**config.mk**
```make
export PLATFORM = sky130hd
export DESIGN_NAME = lift_request_scheduler
export DESIGN_NICKNAME = d
export VERILOG_FILES = /design/src/rtl/lift_request_scheduler.sv
export SDC_FILE = /design/constraint.sdc
export NUM_CORES = 1
export LEC_CHECK = 0
export ABC_AREA = 1
export BUFFER_PORTS_ARGS = -buffer_cell sky130_fd_sc_hd__clkbuf_2
export CORE_MARGIN = 3
export CORE_UTILIZATION = 43
export CTS_CLUSTER_DIAMETER = 120
export DETAILED_ROUTE_END_ITERATION = 8
export GPL_TIMING_DRIVEN = 0
export HOLD_SLACK_MARGIN = 0.1
export PLACE_DENSITY_LB_ADDON = 0.1
export RECOVER_POWER = 25
export SYNTH_ARGS = -nofsm -noshare
export SYNTH_HDL_FRONTEND = slang
export SYNTH_SLANG_ARGS = --single-unit
```
**constraint.sdc**
```tcl
create_clock -name clk -period 3.9 [get_ports clk]
set_input_delay 0.975 -clock clk [delete_from_list [all_inputs] [get_ports clk]]
set_output_delay 0.975 -clock clk [all_outputs]
set_load 0.1 [all_outputs]
```
**src/rtl/lift_request_scheduler.sv**
```systemverilog
// SCAN request scheduler feeding a one-hot lift floor tracker.
// Optional emergency stop via LIFT_EMERGENCY_EN (adds estop port, HALT state).
module lift_request_scheduler #(
  parameter int NUM_FLOORS  = 4,
  parameter int DOOR_CYCLES = 8
) (
  input  logic                  clk,
  input  logic                  rst,
`ifdef LIFT_EMERGENCY_EN
  input  logic                  estop,
`endif
  input  logic [NUM_FLOORS-1:0] req_btn,
  input  logic [NUM_FLOORS-1:0] cur_floor,
  output logic [NUM_FLOORS-1:0] target_floor,
  output logic [NUM_FLOORS-1:0] pending,
  output logic                  door_open,
  output logic                  dir_up,
  output logic                  floor_err
);

  typedef enum logic [2:0] {
    IDLE      = 3'd0,
    MOVE_UP   = 3'd1,
    MOVE_DOWN = 3'd2,
`ifdef LIFT_EMERGENCY_EN
    HALT      = 3'd4,
`endif
    DOOR      = 3'd3
  } state_t;

  localparam logic [7:0] DWELL = 8'(DOOR_CYCLES - 1);

  state_t state, state_n;
  logic [7:0] cnt, cnt_n;
  logic [NUM_FLOORS-1:0] tgt_n, set_m, clr_m;
  logic door_n, up_n, valid;
  logic [NUM_FLOORS-1:0] below_m, above, below, here;
  logic [NUM_FLOORS-1:0] lo_above, hi_below;

  function automatic logic [NUM_FLOORS-1:0] msb(
    input logic [NUM_FLOORS-1:0] x
  );
    msb = '0;
    for (int i = 0; i < NUM_FLOORS; i++) begin
      if (x[i]) begin
        msb    = '0;
        msb[i] = 1'b1;
      end
    end
  endfunction

  assign valid    = $onehot(cur_floor);
  assign below_m  = cur_floor - 1'b1;
  assign here     = pending & cur_floor;
  assign below    = pending & below_m;
  assign above    = pending & ~(below_m | cur_floor);
  assign lo_above = above & (~above + 1'b1);
  assign hi_below = msb(below);

  // next-state, target, dwell and request-mask decisions
  always_comb begin
    state_n = state;
    tgt_n   = target_floor;
    door_n  = door_open;
    up_n    = dir_up;
    cnt_n   = cnt;
    set_m   = req_btn;
    clr_m   = '0;
`ifdef LIFT_EMERGENCY_EN
    if (estop) begin
      state_n = HALT;
      tgt_n   = cur_floor;
      door_n  = 1'b1;
      cnt_n   = '0;
      set_m   = '0;
      clr_m   = '1;
    end else if (state == HALT) begin
      state_n = IDLE;
      tgt_n   = cur_floor;
      door_n  = 1'b0;
    end else
`endif
    if (valid) begin
      unique case (state)
        IDLE: begin
          tgt_n = cur_floor;
          if (|here) begin
            state_n = DOOR;
            door_n  = 1'b1;
            cnt_n   = DWELL;
            clr_m   = cur_floor;
          end else if (|above) begin
            state_n = MOVE_UP;
            up_n    = 1'b1;
            tgt_n   = lo_above;
          end else if (|below) begin
            state_n = MOVE_DOWN;
            up_n    = 1'b0;
            tgt_n   = hi_below;
          end
        end
        MOVE_UP: begin
          if (|here) begin
            state_n = DOOR;
            door_n  = 1'b1;
            cnt_n   = DWELL;
            clr_m   = cur_floor;
            tgt_n   = cur_floor;
          end else if (|above) begin
            tgt_n = lo_above;
          end else begin
            state_n = IDLE;
            tgt_n   = cur_floor;
          end
        end
        MOVE_DOWN: begin
          if (|here) begin
            state_n = DOOR;
            door_n  = 1'b1;
            cnt_n   = DWELL;
            clr_m   = cur_floor;
            tgt_n   = cur_floor;
          end else if (|below) begin
            tgt_n = hi_below;
          end else begin
            state_n = IDLE;
            tgt_n   = cur_floor;
          end
        end
        DOOR: begin
          tgt_n = cur_floor;
          set_m = req_btn & ~cur_floor;
          if (|(req_btn & cur_floor)) begin
            cnt_n = DWELL;
          end else if (cnt != '0) begin
            cnt_n = cnt - 8'd1;
          end else begin
            door_n = 1'b0;
            if (dir_up && |above) begin
              state_n = MOVE_UP;
              tgt_n   = lo_above;
            end else if (|below) begin
              state_n = MOVE_DOWN;
              up_n    = 1'b0;
              tgt_n   = hi_below;
            end else if (|above) begin
              state_n = MOVE_UP;
              up_n    = 1'b1;
              tgt_n   = lo_above;
            end else begin
              state_n = IDLE;
            end
          end
        end
        default: state_n = IDLE;
      endcase
    end
  end

  // registered state and outputs
  always_ff @(posedge clk) begin
    if (rst) begin
      state        <= IDLE;
      pending      <= '0;
      target_floor <= NUM_FLOORS'(1);
      door_open    <= 1'b0;
      dir_up       <= 1'b1;
      floor_err    <= 1'b0;
      cnt          <= '0;
    end else begin
      state        <= state_n;
      pending      <= (pending | set_m) & ~clr_m;
      target_floor <= tgt_n;
      door_open    <= door_n;
      dir_up       <= up_n;
      floor_err    <= ~valid;
      cnt          <= cnt_n;
    end
  end

endmodule
```
==> flow_summary.toml, run 1 <==
[place]
dpl.hpwl_um = 3817
portBuffers = 19
gp_congestion = 0.9059

[critical_path]
worstPathRequired_ns = 4.11
cp_cell_sequence = "clkbuf_2 -> inv_1 -> fa_1 -> inv_1 -> ha_1 -> ha_1 -> nor3_4 -> inv_2 -> a21oi_4 -> nand2_4 -> inv_4 -> nand2_2 -> or2_1 -> a21oi_2"
critPathLaunchType = "input port"
crit_cells = 14
crit_path_max_incr_delay_ns = 0.54
slowest_stage = "fa_1"
path_buf_inv = 5
crit_path_start = "cur_floor[1]"
worst-path-max-fanout = 7
crit_arrival_ns = 3.60
timing.rr.start = "cnt[0]$_SDFFE_PP0P_"
criticalPathCategory = "in2reg"
crit_path_end_kind = "flop"
reg2reg_depth = 13
critPathTopFamily = "adder cells"
reg2reg_slack_ns = 2.02
r2r_end = "state[1]$_SDFFE_PP0P_"

[clock_network]
clkTransAtPathRegs_ns = 0.08
ctsHtreeMaxLevel = 1
clock-sinks = 21
hold_buffers = 0
cts_tree = "built"
clk_latency_ns = 0.26
cts-buffers-inserted = 3
post_cts_resize_count = 0
postCtsSetupBuffers = 0
clockBufferDepth = 2
cts-root-buf = "clkbuf_8"

[logic_synthesis]
ys_warn_count = 0
synthesis.nets = 330
ys_dominant_reg_cell = "dfxtp_1"
async_reset_ff_share_pct = 0
syn_area_per_cell_um2 = 6.036
synth_cell_type_count = 37
syn_area_um2 = 1853
ys_seq_area_share_pct = 22.69
synth_seq_cells = 21
synth-edff-count = 0
syn_inst = 307

[power_and_ir_drop]
power_density_nw_per_um2 = 449.1
vdd.ir_drop.worst_mv = 0.2259
cell_internal_pwr_uw = 448.7
swShare_pct = 51.19
p_clk_share_pct = 16.0
switchingPower_uw = 470.6
p_leak_nw = 1.032
p_comb_share_pct = 54.7
power_uw = 919.3
power.share.sequential_pct = 29.2

[routing]
drtAntennaViolNets = 0
detail_route.first_pass.iterations = 4
dr.first_iter.drc_count = 104
dr_total_vias = 1981
vias_per_cell = 5.213
drc = 0
wl_per_cell_um = 12.96
totalWireLength_um = 4925

[grt]
grt_first_pass_wirelength_um = 8480
grt-ovfl-total = 0
antenna_found_initial = 0
grtUsageTotal_pct = 20.26
grt_pass1_vias = 1812
grt_max_degree = 13

[finish]
nets = 354
final_cell_mix = "nand2_1 (99), inv_1 (38), nor2_1 (32)"
layout_commonest_cell = "nand2_1"
antenna_cells = 0
syn_to_final_growth_pct = 10.47
drive_above_1_share_pct = 11.82

[worst_hold_path]
hp-start = "target_floor[3]$_SDFFE_PP0P_"
hold_class = "reg2reg"
holdPathEnd = "target_floor[3]$_SDFFE_PP0P_"
hold_depth = 2

[sta]
fin_skew_ns = 0.001961
rsz0062_at_grt = "no"
min_period_ns = 3.391
finalMaxSlewViolations = 0
slew_headroom_pct = 22.47
hold_viol = 0
max_freq_mhz = 294.9
fin_setup_tns_ns = 0
worst_slew_pin_slew_ns = 1.168
finalCritPeriodShare_pct = 86.94
setup_viol = 0

[floorplan]
dieWidth_um = 71.65
num_rows = 23
initial_core_util_pct = 45.35
dieArea_um2 = 5133
coreArea_um2 = 4086
die_y_um = 71.65
io_pins = 21

[status]
status = "completed"

[run]
drv_cap = 0
-- worst reg2reg max path, stage by stage (launching register included) --
cell and delay [ns]:
dfxtp_1 0.33, inv_1 0.07, ha_1 0.17, inv_1 0.05, nor2_1 0.11, nand2_1 0.08
nor2_1 0.19, nand2_1 0.18, nand2_1 0.13, nand2_1 0.09, a21oi_2 0.17, inv_1 0.07
nand2_1 0.06, a21oi_1 0.05
-- power groups by stage --
stage	registers (mW)	clock network, mW	logic, mW
final	0.269	0.147	0.503
after global routing	0.272	0.160	0.565
after CTS	0.269	0.153	0.507
after detailed placement	0.274	0	0.505
after global placement	0.274	0	0.503
after floorplan	0.382	0	0.297
-- flip-flops by register name, summed over array words and instances, names as in the netlist --
| signal | flops |
|---|---|
| cnt | 8 |
| pending | 4 |
| target_floor | 4 |
| state | 2 |
| dir_up | 1 |
| door_open | 1 |
| floor_err | 1 |
-- metrics by stage --
step	hold slack [ns]	area, µm²	instances	util [%]	worst slack [ns]
after floorplan	0.4317	1853	307	-	0.7113
after detailed placement	0.4544	2011	376	49.20	0.2285
final	0.4665	2047	380	50.09	0.5093
after global routing	0.4897	2047	380	50.09	0.3139
after CTS	0.4675	2057	380	50.34	0.5048
after global placement	0.4518	2011	376	49.20	0.2238
-- worst max-delay path by stage --
stage                                endpoint  slack, ns
after floorplan           cnt[3]$_SDFFE_PP0P_       0.71
after global placement    cnt[3]$_SDFFE_PP0P_       0.22
after detailed placement  cnt[3]$_SDFFE_PP0P_       0.23
after CTS                 cnt[3]$_SDFFE_PP0P_       0.50
after global routing      cnt[3]$_SDFFE_PP0P_       0.31
final                     cnt[3]$_SDFFE_PP0P_       0.51
-- cell families (layout without fill, tap and decap cells) --
logic type,Yosys count,in the layout,synth area share [%]
compound gates,47,47,15.60
buf+inv,48,71,10.13
flops,21,21,22.69
simple gates,176,176,41.46
fa+ha+maj,13,13,9.183
xor+xnor,2,2,0.9455
-- layout make-up --
| cell class | count | area, µm² |
|---|---|---|
| clock inverters | 1 | 5.005 |
| fillers | 439 | 2039 |
| multi-input cells | 238 | 1245 |
| flip-flops and latches | 21 | 420.4 |
| inverters | 43 | 163.9 |
| repair buffers | 19 | 85.08 |
| well taps | 50 | 62.56 |
| clock buffers | 3 | 41.29 |
| plain buffers | 5 | 23.77 |
-- layer usage --
layer	GRT usage, %	up-vias	share of wire, %
met5	0	-	0
met4	4.593	0	0.61
met3	2.945	2	5.8
met2	34.18	61	47
met1	27.29	889	46
li1	-	1029	-
-- cell usage after synthesis, drive strengths merged (3+ instances only) --
cell      n  area share, %
o21ai    14            4.4
nor2     35            8.0
nor3      5            2.0
clkbuf    3           0.61
inv      43            8.8
nand3    26            7.3
dfxtp    21             23
a21oi    23            7.2
ha       12            8.1
nand2   104             22
Note: power is estimated with default switching activity, not from simulation.
==> inputs of run 2 (changes only) <==
--- a/config.mk
+++ b/config.mk
@@ -6,6 +6,7 @@
 export NUM_CORES = 1
 export LEC_CHECK = 0
 export ABC_AREA = 1
+export ABC_CLOCK_PERIOD_IN_PS = 3900
 export BUFFER_PORTS_ARGS = -buffer_cell sky130_fd_sc_hd__clkbuf_2
 export CORE_MARGIN = 3
 export CORE_UTILIZATION = 43
@@ -13,7 +14,7 @@
 export DETAILED_ROUTE_END_ITERATION = 8
 export GPL_TIMING_DRIVEN = 0
 export HOLD_SLACK_MARGIN = 0.1
-export PLACE_DENSITY_LB_ADDON = 0.1
+export PLACE_DENSITY = 0.59
 export RECOVER_POWER = 25
 export SYNTH_ARGS = -nofsm -noshare
 export SYNTH_HDL_FRONTEND = slang
==> constraint.sdc (replaced) <==
create_clock -name clk -period 3.9 [get_ports clk]
set_input_delay 0 -clock clk [delete_from_list [all_inputs] [get_ports clk]]
set_output_delay 0 -clock clk [all_outputs]
set_load 0.1 [all_outputs]
==> flow_summary.toml, run 2 (synthesis gave the netlist of run 1 again) <==
[floorplan]
initial_core_util_pct = 45.35
die_y_um = 71.65
coreArea_um2 = 4086
dieArea_um2 = 5133
io_pins = 21
dieWidth_um = 71.65
num_rows = 23

[sta]
hold_slack_ns = 0.1380
rsz0062_at_grt = "no"
hold_viol = 0
finalMaxSlewViolations = 0
setup_viol = 0
worst_slew_pin_slew_ns = 1.176
max_freq_mhz = 410.6
finalCritPeriodShare_pct = 62.45
min_period_ns = 2.435
slew_headroom_pct = 21.95
fin_setup_tns_ns = 0
fin_skew_ns = 0.007467

[routing]
dr_total_vias = 2000
drc = 0
totalWireLength_um = 5111
vias_per_cell = 5.208
drtAntennaViolNets = 0
dr.first_iter.drc_count = 168
wl_per_cell_um = 13.31
detail_route.first_pass.iterations = 5

[finish]
final_area_um2 = 2090
layout_commonest_cell = "nand2_1"
antenna_cells = 0
drive_above_1_share_pct = 11.68
syn_to_final_growth_pct = 12.76
nets = 358
reg_top3 = "cnt x8, pending x4, target_floor x4"
final_cells = 384
final_cell_mix = "nand2_1 (99), inv_1 (38), nor2_1 (32)"
nFillCells = 450
postLayoutCoreUtil_pct = 51.13
largest_reg_flops = 8
top_register = "cnt"

[critical_path]
reg2reg_depth = 13
criticalPathCategory = "in2reg"
crit_arrival_ns = 2.65
critPathLaunchType = "input port"
worstPathRequired_ns = 4.12
crit_path_end_kind = "flop"
worst-path-max-fanout = 7

[place]
dpl_cell_area_um2 = 2011
gp_congestion = 0.9128
place_inst = 376
dpl.hpwl_um = 3898
portBuffers = 19

[grt]
grt_first_pass_wirelength_um = 8493
grt_pass1_vias = 1791
grt-ovfl-total = 0
antenna_found_initial = 0
grtUsageTotal_pct = 21.00
grt_max_degree = 14

[clock_network]
clk_latency_ns = 0.27
ctsHtreeMaxLevel = 1
clock-sinks = 21
hold_buffers = 4
clkTransAtPathRegs_ns = 0.09
clockBufferDepth = 2
cts-buffers-inserted = 3
postCtsSetupBuffers = 0
cts_tree = "built"
cts-root-buf = "clkbuf_8"
post_cts_resize_count = 0

[worst_hold_path]
hold_depth = 4
hold_class = "in2reg"

[power_and_ir_drop]
p_leak_nw = 1.045
power_density_nw_per_um2 = 447.7
vdd.ir_drop.worst_mv = 0.2453

[status]
status = "completed"

[run]
drv_cap = 0
## run 2: changes by cell type in the layout (fill, tap and decap cells not counted)
| cell | previous run | this run |
|---|---|---|
| dlygate4sd3_1 | 0 | 4 |
| clkinv_2 | 1 | 0 |
| clkinvlp_4 | 0 | 1 |
## run 2: path summary, 6_finish.rpt
| path | slack [ns] | endpoint | startpoint |
|---|---|---|---|
| min | 0.14 | pending[3]$_SDFF_PP0_ | cur_floor[3] |
| min reg2reg | 0.47 | cnt[0]$_SDFFE_PP0P_ | cnt[0]$_SDFFE_PP0P_ |
| max reg2reg | 1.95 | state[0]$_SDFFE_PP0P_ | cnt[0]$_SDFFE_PP0P_ |
| max | 1.46 | cnt[3]$_SDFFE_PP0P_ | cur_floor[0] |
## run 2: stage by stage
step                      setup WS, ns  power [mW]
after global placement           1.177      0.7805
after CTS                        1.460      0.9430
after detailed placement         1.169      0.7817
after global routing             1.314       1.014
after floorplan                  1.686      0.6787
final                            1.465      0.9354
## run 2: layout make-up
type	count	area (µm²)	area share, %
well taps	50	62.56	2.994
clock inverters	1	7.507	0.3593
clock buffers	3	41.29	1.976
inverters	43	163.9	7.844
multi-input cells	238	1245	59.58
repair buffers	23	125.1	5.988
plain buffers	5	23.77	1.138
flip-flops and latches	21	420.4	20.12
## run 2: report_power, final
part / internal, mW / switching, mW / total [mW] / leakage [nW]
clock: 0.0725 / 0.0818 / 0.154 / 0.0217
sequential: 0.245 / 0.0244 / 0.269 / 0.172
combinational: 0.136 / 0.376 / 0.512 / 0.851
total: 0.453 / 0.482 / 0.935 / 1.05
## run 2: layer usage
metal | vias to the layer above | wire length [µm] | global-route usage [%]
met5 | - | 0 | 0
met3 | 9 | 254 | 3.506
li1 | 1038 | - | -
met2 | 53 | 2400 | 34.69
met4 | 0 | 76 | 6.681
met1 | 900 | 2379 | 27.85
## run 2: critical path, cell delays in order
cell	delay, ns
clkbuf_2	0.20
inv_2	0.12
fa_1	0.54
inv_1	0.04
ha_1	0.17
ha_1	0.30
nor3_4	0.39
inv_2	0.14
a21oi_4	0.18
nand2_4	0.10
inv_4	0.10
nand2_2	0.05
or2_1	0.21
a21oi_2	0.10
